**config.mk**
```make
export PLATFORM = sky130hd
export DESIGN_NAME = rf_wb_arbiter
export DESIGN_NICKNAME = d
export VERILOG_FILES = /design/src/rtl/rf_wb_arbiter_pkg.sv /design/src/rtl/rf_wb_arbiter_fifo.sv /design/src/rtl/rf_wb_arbiter.sv
export SDC_FILE = /design/constraint.sdc
export NUM_CORES = 1
export LEC_CHECK = 0
export BUFFER_PORTS_ARGS = -buffer_cell sky130_fd_sc_hd__buf_4
export CAP_MARGIN = 5
export CORE_UTILIZATION = 30
export DETAILED_ROUTE_END_ITERATION = 6
export GPL_TIMING_DRIVEN = 0
export PLACE_DENSITY_LB_ADDON = 0.1
export SETUP_SLACK_MARGIN = 0.1
export SLEW_MARGIN = 20
export SYNTH_ARGS = -nofsm -noshare
export SYNTH_HDL_FRONTEND = slang
export SYNTH_SLANG_ARGS = --single-unit
```
**constraint.sdc**
```tcl
create_clock -name clk -period 4.11 [get_ports clk]
set_input_delay 0.2055 -clock clk [delete_from_list [all_inputs] [get_ports clk]]
set_output_delay 0.2055 -clock clk [all_outputs]
set_load 0.02 [all_outputs]
```
**src/rtl/rf_wb_arbiter_pkg.sv**
```systemverilog
// Shared types and constants for the register-file writeback arbiter.
package rf_wb_arbiter_pkg;

  localparam int unsigned DATA_W   = 32;
  localparam int unsigned ADDR_W   = 5;
  localparam int unsigned NUM_REGS = 1 << ADDR_W;

  localparam logic [ADDR_W-1:0] ZERO_REG = ADDR_W'(31);

  typedef struct packed {
    logic [ADDR_W-1:0] wa;
    logic [DATA_W-1:0] wd;
  } wb_req_t;

  typedef enum logic {
    GNT_ALU = 1'b0,
    GNT_LD  = 1'b1
  } grant_t;

endpackage

```
**src/rtl/rf_wb_arbiter_fifo.sv**
```systemverilog
// Small skid FIFO holding pending writeback requests for one source.
module rf_wb_arbiter_fifo
  import rf_wb_arbiter_pkg::*;
#(
  parameter int unsigned DEPTH = 2
) (
  input  logic                       clk,
  input  logic                       rst_n,
  input  logic                       push_i,
  input  wb_req_t                    data_i,
  input  logic                       pop_i,
  output logic                       empty_c,
  output wb_req_t                    head_c,
  output logic [$clog2(DEPTH+1)-1:0] count_o
);

  localparam int unsigned CNT_W = $clog2(DEPTH + 1);
  localparam int unsigned PTR_W = $clog2(DEPTH);

  wb_req_t            mem_q [DEPTH];
  logic [PTR_W-1:0]   wr_ptr_q, wr_ptr_d;
  logic [PTR_W-1:0]   rd_ptr_q, rd_ptr_d;
  logic [CNT_W-1:0]   count_q, count_d;
  logic               push_ok, pop_ok;

  assign empty_c = (count_q == '0);
  assign head_c  = mem_q[rd_ptr_q];
  assign count_o = count_q;

  // Pointers wrap naturally because DEPTH is a power of two.
  always_comb begin
    push_ok  = push_i && (count_q != CNT_W'(DEPTH));
    pop_ok   = pop_i && !empty_c;
    wr_ptr_d = wr_ptr_q + PTR_W'(push_ok);
    rd_ptr_d = rd_ptr_q + PTR_W'(pop_ok);
    count_d  = count_q + CNT_W'(push_ok) - CNT_W'(pop_ok);
  end

  always_ff @(posedge clk) begin
    if (!rst_n) begin
      wr_ptr_q <= '0;
      rd_ptr_q <= '0;
      count_q  <= '0;
    end else begin
      wr_ptr_q <= wr_ptr_d;
      rd_ptr_q <= rd_ptr_d;
      count_q  <= count_d;
    end
  end

  always_ff @(posedge clk) begin
    if (push_ok) mem_q[wr_ptr_q] <= data_i;
  end

endmodule

```
**src/rtl/rf_wb_arbiter.sv**
```systemverilog
// Round-robin scheduler of ALU/load writebacks onto the single register-file
// write port, plus a busy scoreboard of destinations with writes in flight.
module rf_wb_arbiter
  import rf_wb_arbiter_pkg::*;
#(
  parameter int unsigned RF_ADDR_W  = 6,
  parameter int unsigned FIFO_DEPTH = 2
) (
  input  logic                 clk,
  input  logic                 rst_n,
  input  logic                 issue_valid,
  input  logic [ADDR_W-1:0]    issue_wa,
  input  logic                 alu_valid,
  output logic                 alu_ready,
  input  logic [ADDR_W-1:0]    alu_wa,
  input  logic [DATA_W-1:0]    alu_wd,
  input  logic                 ld_valid,
  output logic                 ld_ready,
  input  logic [ADDR_W-1:0]    ld_wa,
  input  logic [DATA_W-1:0]    ld_wd,
  output logic                 rf_we,
  output logic [RF_ADDR_W-1:0] rf_wa,
  output logic [DATA_W-1:0]    rf_wd,
  output logic [NUM_REGS-1:0]  busy
);

  localparam int unsigned CNT_W = $clog2(FIFO_DEPTH + 1);

  logic             alu_pop, ld_pop, alu_empty, ld_empty;
  logic [CNT_W-1:0] alu_count, ld_count;
  wb_req_t          alu_head, ld_head, win_head;

  grant_t               last_grant_q, last_grant_d;
  logic                 rf_we_q, rf_we_d;
  logic [RF_ADDR_W-1:0] rf_wa_q, rf_wa_d;
  logic [DATA_W-1:0]    rf_wd_q, rf_wd_d;
  logic [NUM_REGS-1:0]  busy_q, busy_d;

  // Ready depends on occupancy only, so a full FIFO never sees push+pop together.
  assign alu_ready = rst_n && (alu_count < CNT_W'(FIFO_DEPTH));
  assign ld_ready  = rst_n && (ld_count < CNT_W'(FIFO_DEPTH));

  rf_wb_arbiter_fifo #(.DEPTH(FIFO_DEPTH)) u_alu_fifo (
    .clk     (clk),
    .rst_n   (rst_n),
    .push_i  (alu_valid && alu_ready),
    .data_i  ('{wa: alu_wa, wd: alu_wd}),
    .pop_i   (alu_pop),
    .empty_c (alu_empty),
    .head_c  (alu_head),
    .count_o (alu_count)
  );

  rf_wb_arbiter_fifo #(.DEPTH(FIFO_DEPTH)) u_ld_fifo (
    .clk     (clk),
    .rst_n   (rst_n),
    .push_i  (ld_valid && ld_ready),
    .data_i  ('{wa: ld_wa, wd: ld_wd}),
    .pop_i   (ld_pop),
    .empty_c (ld_empty),
    .head_c  (ld_head),
    .count_o (ld_count)
  );

  always_comb begin
    alu_pop      = 1'b0;
    ld_pop       = 1'b0;
    win_head     = alu_head;
    last_grant_d = last_grant_q;
    rf_we_d      = 1'b0;
    rf_wa_d      = rf_wa_q;
    rf_wd_d      = rf_wd_q;
    busy_d       = busy_q;

    if (!alu_empty && (ld_empty || last_grant_q == GNT_LD)) begin
      alu_pop      = 1'b1;
      last_grant_d = GNT_ALU;
    end else if (!ld_empty) begin
      ld_pop       = 1'b1;
      win_head     = ld_head;
      last_grant_d = GNT_LD;
    end

    // A zero-register entry still consumes its slot but never enables the write.
    if (alu_pop || ld_pop) begin
      rf_we_d = (win_head.wa != ZERO_REG);
      rf_wa_d = RF_ADDR_W'(win_head.wa);
      rf_wd_d = win_head.wd;
    end

    // Set after clear so a same-edge reissue keeps the register busy.
    if (rf_we_d) busy_d[win_head.wa] = 1'b0;
    if (issue_valid && issue_wa != ZERO_REG) busy_d[issue_wa] = 1'b1;
    busy_d[ZERO_REG] = 1'b0;
  end

  always_ff @(posedge clk) begin
    if (!rst_n) begin
      last_grant_q <= GNT_LD;
      rf_we_q      <= 1'b0;
      rf_wa_q      <= '0;
      rf_wd_q      <= '0;
      busy_q       <= '0;
    end else begin
      last_grant_q <= last_grant_d;
      rf_we_q      <= rf_we_d;
      rf_wa_q      <= rf_wa_d;
      rf_wd_q      <= rf_wd_d;
      busy_q       <= busy_d;
    end
  end

  assign rf_we = rf_we_q;
  assign rf_wa = rf_wa_q;
  assign rf_wd = rf_wd_q;
  assign busy  = busy_q;

endmodule

```
### Word-level counts from Yosys, hierarchy flattened

Memory sizes are Yosys's and may differ from the RTL's. A register that Yosys moved wholly into a read port is not among the register bits.
Cells that the tools add are included.

| word-level totals | value |
|---|---|
| output and inout bits | 73 |
| memories | 2 |
| bits in writable memories | 148 |
| flip-flop bits (word level) | 78 |
| input bits | 84 |
| logic and storage cells | 73 |

| operators by class | value |
|---|---|
| mux-type cells | 20 |
| order comparisons | 6 |
| equal/unequal tests | 5 |
| add/sub/neg operators | 8 |
| reductions and logical operators | 18 |
| bitwise gates (word level) | 3 |

Memories:

| name | words | width | rd ports | clocked after memory_dff | wr ports | line | text |
|---|---|---|---|---|---|---|---|
| u_alu_fifo.mem_q | 2 | 37 | 1 | 1 | 1 | rf_wb_arbiter_fifo.sv:20 | `wb_req_t mem_q [DEPTH];` |
| u_ld_fifo.mem_q | 2 | 37 | 1 | 1 | 1 | rf_wb_arbiter_fifo.sv:20 |  |

Operators by type and width:

| cell | count |
|---|---|
| two-way mux 37 bit | 2 |
| two-way mux 31 bit | 2 |
| AND 31 bit | 1 |
| inverter 31 bit | 1 |
| OR 31 bit | 1 |
| two-way mux 1 bit | 14 |
| logical AND 1 bit | 12 |
| < comparator 5 x 6 -> 1 bit, second input constant | 2 |
| demux 1 bit (select 5 bit) | 2 |
| >= comparator 5 x 1 -> 1 bit, second input constant | 2 |
| != test 5 bit, second input constant | 2 |
| adder 1 bit | 4 |
| adder 2 x 1 -> 2 bit | 2 |
| zero test 2 bit | 2 |
| < comparator 2 bit, second input constant | 2 |
| != test 2 bit, second input constant | 2 |
| subtractor 2 x 1 -> 2 bit | 2 |
| zero test 1 bit | 2 |
| logical OR 1 bit | 2 |
| != test 2 x 1 -> 1 bit, second input constant | 1 |

### Depth between registers and ports, before layout

| logic depth | value |
|---|---|
| depth in word-level cells | 13 |
| gate-level depth with buffers | 10 |
| gate-level depth less buffers | 8 |

### By module

Synthesis repeated with hierarchy kept, for this count alone.

| second synthesis, totals | value |
|---|---|
| cells, all modules | 711 |
| area total of the unflattened synthesis | 9585.4 µm² |

By module, submodules not included:

| module | seq. area each (µm²) | times used | area an instance (µm²) | cells each |
|---|---|---|---|---|
| rf_wb_arbiter_fifo | 2322.2 | 2 | 3055.4 | 139 |
| rf_wb_arbiter | 1401.3 | 1 | 3474.6 | 433 |

### Worst setup path after synthesis

Ideal clock, no wire load.

| timing path | value |
|---|---|
| kind | input to register |
| start | input rst_n |
| end | memory u_alu_fifo.mem_q[1][0] in the netlist's numbering, enable pin |
| required time | 3712 ps |
| arrival time | 2021 ps |
| path slack | 1692 ps |
| path buffers | 1 |
| stages on the path | 4 |
| setup time | 398 ps |
| cells stage by stage | clkbuf_1 -> nor2b_1 -> and2_1 -> ha_1 |

| between the ends | value |
|---|---|
| word-level cells in the longest chain between the ends | 5 |

Ends and longest elaborated chain:

| what | line | text |
|---|---|---|
| start, declared | rf_wb_arbiter.sv:10 | `input logic rst_n,` |
| logical AND 1 bit | rf_wb_arbiter.sv:40 | `assign alu_ready = rst_n && (alu_count < CNT_W'(FIFO_DEPTH));` |
| net alu_ready | rf_wb_arbiter.sv:14 | `output logic alu_ready,` |
| logical AND 1 bit | rf_wb_arbiter.sv:46 | `.push_i (alu_valid && alu_ready),` |
| logical AND 1 bit | rf_wb_arbiter_fifo.sv:32 | `push_ok = push_i && (count_q != CNT_W'(DEPTH));` |
| two-way mux 1 bit | rf_wb_arbiter_fifo.sv:52 | `if (push_ok) mem_q[wr_ptr_q] <= data_i;` |
| two-way mux 1 bit (not written as such) | rf_wb_arbiter_fifo.sv:52 |  |
| end, declared | rf_wb_arbiter_fifo.sv:20 |  |

The timed path passes the listed nets, and every way through them passes these cells.

### Final worst setup path

| timing path | value |
|---|---|
| start | register u_ld_fifo.count_q[1], in the netlist u_ld_fifo.count_o[1] |
| end | register u_alu_fifo.count_q[1], in the netlist u_alu_fifo.count_o[1] |

| between the ends | value |
|---|---|
| word-level cells in the longest chain between the ends | 6 |

Ends and longest elaborated chain:

| what | line | text |
|---|---|---|
| start, declared | rf_wb_arbiter_fifo.sv:23 | `logic [CNT_W-1:0] count_q, count_d;` |
| start signal, assigned | rf_wb_arbiter_fifo.sv:47 | `count_q <= count_d;` |
| zero test 2 bit | rf_wb_arbiter_fifo.sv:26 | `assign empty_c = (count_q == '0);` |
| logical OR 1 bit | rf_wb_arbiter.sv:75 | `if (!alu_empty && (ld_empty \|\| last_grant_q == GNT_LD)) begin` |
| logical AND 1 bit | rf_wb_arbiter.sv:75 |  |
| two-way mux 1 bit | rf_wb_arbiter.sv:75 |  |
| logical AND 1 bit | rf_wb_arbiter_fifo.sv:33 | `pop_ok = pop_i && !empty_c;` |
| subtractor 2 x 1 -> 2 bit | rf_wb_arbiter_fifo.sv:36 | `count_d = count_q + CNT_W'(push_ok) - CNT_W'(pop_ok);` |
| end signal, assigned | rf_wb_arbiter_fifo.sv:47 |  |
| end, declared | rf_wb_arbiter_fifo.sv:23 |  |

No other way between the ends.
A chain may end at the register's enable or synchronous reset.

==> results.txt <==
Root Buffer Master - clkbuf_16
CTS H-tree lvls - 1
crit path launch type - flop
Vias per Instance - 4.80
vias in the first global route - 6834
first-pass GRT wire length - 40800 microns
Hold Slack - 0.0387 ns
post-synth top area share - 46.8%
DRT antenna net count - 0
CTS Buffer Depth - 3
sequential power share - 36.0%
Power, Total - 0.00812 W
via count - 6779
failing checks - DRC
P_sw - 0.00280 W
Register Area - 6050 sq um
Total Routing Usage GR - 16.4%
maximum VDD drop - 0.299 mV
nets - 1086
initial antenna violation count - 1
CP max stage cell - o22ai_2
outcome - finished, violations left
asr flop ratio synth - 0%
CP Class - flop to flop
DR iter-0 viols - 318
Comb power frac - 35.1%
Max Cap Violations - 0
number of setup buffers added after CTS - 0
Synth cell types - 56
gpl congestion - 0.813
I/O pins - 157
grt total ovfl - 0
cell accounting for the most synthesized area - edfxtp_1
die area - 32400 sq um
post_cts resized - 0
DRC - 22
RSZ-0062 raised after global routing - no
FF-to-FF setup slack - 1.50 ns
Pint - 0.00532 W
fmax - 383 MHz
share of synthesized area occupied by flip-flops and latches - 63.6%
ratio of cells with drive above 1 in the final layout - 24.9%
Slew @ Worst Pin - 1.08 ns
CP Capture Type - flop
Filler Cell Count - 3006
post-layout min period - 2.61 ns
main flop type after synthesis - edfxtp_1
crit path max fanout - 10
CTS Buf Count - 27
LEAKAGE - 4.69 nW
Worst Hold Class - primary input to flop
number of synthesized flops with an enable pin - 148
Die W - 180 microns
clk_lat worst skew - 0.52 ns
setup TNS - 0 ns
Hold Vio Cnt, Final - 0
synthesis-to-layout area growth - 35.1%
final-report max-slew violation count - 0
Critical Path RT - 4.52 ns
cells along the critical path - nor2_1 -> o22ai_2 -> buf_2 -> inv_1 -> ha_1 -> inv_1 -> ha_1 -> xnor2_1 -> and2_1
Net Sw Frac - 34.4%
Worst Path Arrival - 3.02 ns
cts hold-fix bufs - 74
largest net degree at the start of global routing - 38
Core Footprint - 30900 sq um
fin crit share - 63.6%
TritonRoute pass-1 iters - 7
CTS tree - done
setup violators final - 0
initial core utilization - 30.7%
slew margin rel. - 27.8%
clock tree sinks - 228
wire per inst - 18.9 microns
Detailed Place HPWL - 17900 microns
clock slew at reported path FFs - 0.06 ns
slowest stage delay, CP - 0.65 ns
crit path buf inv count - 3
family with the most delay on the worst path - compound AO/OA/AOI/OAI gates
post-synthesis area per instance - 12.9 sq um
number of I/O port buffers - 154
Rows - 64
synth warn - 0
clock share of power - 28.8%
Power Dens Cells - 632 nW/um^2
aggregate routed wire length - 26700 microns
largest cells by area after synthesis - edfxtp_1 47%, dfxtp_1 17%, mux2i_1 6.7%
Multi-input gate area - 3210 sq um
worst clock skew - 0.0152 ns
Syn Std Cell Area - 9500 sq um
Die Ht - 180 microns
cells after synthesis - 735
synthesized flop and latch total - 228
[power by group through the flow]
stage / Combinational (W) / Clock [W] / Sequential [W]
final: 0.00285 / 0.00234 / 0.00293
after global routing: 0.00311 / 0.00250 / 0.00296
after CTS: 0.00291 / 0.00240 / 0.00293
after detailed placement: 0.00284 / 0 / 0.00297
after global placement: 0.00282 / 0 / 0.00298
after floorplan: 0.00157 / 0 / 0.00316
[logic make-up (layout without fill, tap and decap cells)]
family	count (synthesis)	in the layout	share of synthesized area, %
flops	228	228	63.6
simple gates	197	197	11.4
compound gates	160	160	12.0
mux	77	77	8.28
buf+inv	58	336	3.00
fa+ha+maj	8	8	1.05
xor+xnor	6	6	0.553
other cells	1	3	0.0395
[layout make-up]
cell class,instances,area share (%)
Sequential cell,228,47.1
Clock buffer,34,5.86
Inverter,9,0.263
Tap cell,396,3.86
Timing Repair Buffer,229,14.9
Clock inverter,15,0.984
Antenna cell,1,0.0195
Multi-Input combinational cell,450,25.0
Buffer,49,1.96
[worst min-delay path, cell delays in order]
cell and delay (ns):
buf_4 0.09, nor2b_1 0.06, nand3_1 0.08, a31oi_1 0.08
[flip-flops by register name, summed over array words and instances, names as in the netlist, named ones only]
name	count
u_ld_fifo.rd_ptr_q	1
u_alu_fifo.mem_q	74
u_alu_fifo.rd_ptr_q	1
rf_wa	5
u_ld_fifo.count_o	2
busy	31
rf_we	1
last_grant_q	1
rf_wd	32
u_ld_fifo.wr_ptr_q	1
u_alu_fifo.count_o	2
u_ld_fifo.mem_q	74
u_alu_fifo.wr_ptr_q	1
[final timing paths]
kind	startpoint	endpoint	depth (start not counted)
setup / recovery	u_ld_fifo.count_o[1]	u_alu_fifo.count_o[1]	9
hold / removal	issue_wa[0]	busy[30]	4
setup reg to reg	u_ld_fifo.count_o[1]	u_alu_fifo.count_o[1]	9
hold reg to reg	rf_wd[29]	rf_wd[29]	2
[Yosys cell counts (all sizes together) (8+ instances only)]
| cell | number |
|---|---|
| buf | 27 |
| nor2b | 13 |
| clkbuf | 22 |
| nor2 | 17 |
| o22a | 26 |
| o21ai | 26 |
| inv | 9 |
| nor3 | 32 |
| a21oi | 24 |
| edfxtp | 148 |
| o211ai | 21 |
| dfxtp | 80 |
| nand2 | 58 |
| and2 | 13 |
| mux2i | 64 |
| mux2 | 13 |
| a21boi | 37 |
| ha | 8 |
| nand3 | 14 |
| nor4 | 8 |
[cells in the final DEF, fill, tap and decap left out, types with 9 or more instances in the layout]
cell / Yosys / routed
edfxtp_1: 148 / 148
nand3_1: 14 / 14
o22a_1: 26 / 26
clkbuf_16: 0 / 27
a21boi_0: 19 / 19
mux2_2: 13 / 13
nor2_1: 17 / 17
clkbuf_1: 22 / 24
a21boi_1: 18 / 18
o211ai_1: 21 / 21
dlygate4sd3_1: 0 / 74
nor3_1: 31 / 31
inv_1: 9 / 9
buf_2: 18 / 18
nor2b_1: 13 / 13
mux2i_1: 64 / 64
dfxtp_1: 80 / 80
and2_1: 13 / 13
o21ai_0: 25 / 25
buf_4: 7 / 161
nand2_1: 58 / 58
a21oi_1: 23 / 23
[layer usage]
metal | vias to the layer above | global-route usage [%] | wire length, microns | share of wire [%]
li1 | 3313 | - | - | -
met3 | 24 | 3.57 | 1660 | 6.2
met1 | 3249 | 21.6 | 12100 | 45
met4 | 0 | 3.31 | 293 | 1.1
met5 | - | 0 | 0 | 0
met2 | 193 | 27.8 | 12600 | 47
[per-stage QoR]
step | utilization, % | instance area (sq um) | worst slack, ns | cells
final | 41.5 | 12800 | 1.50 | 1411
after global routing | 41.5 | 12800 | 1.34 | 1410
after CTS | 41.5 | 12800 | 1.56 | 1410
after detailed placement | 36.3 | 11200 | 1.44 | 1287
after global placement | 36.1 | 11200 | 0.446 | 1286
after floorplan | - | 9510 | 1.69 | 736
Power figures use the tool's default switching activity.
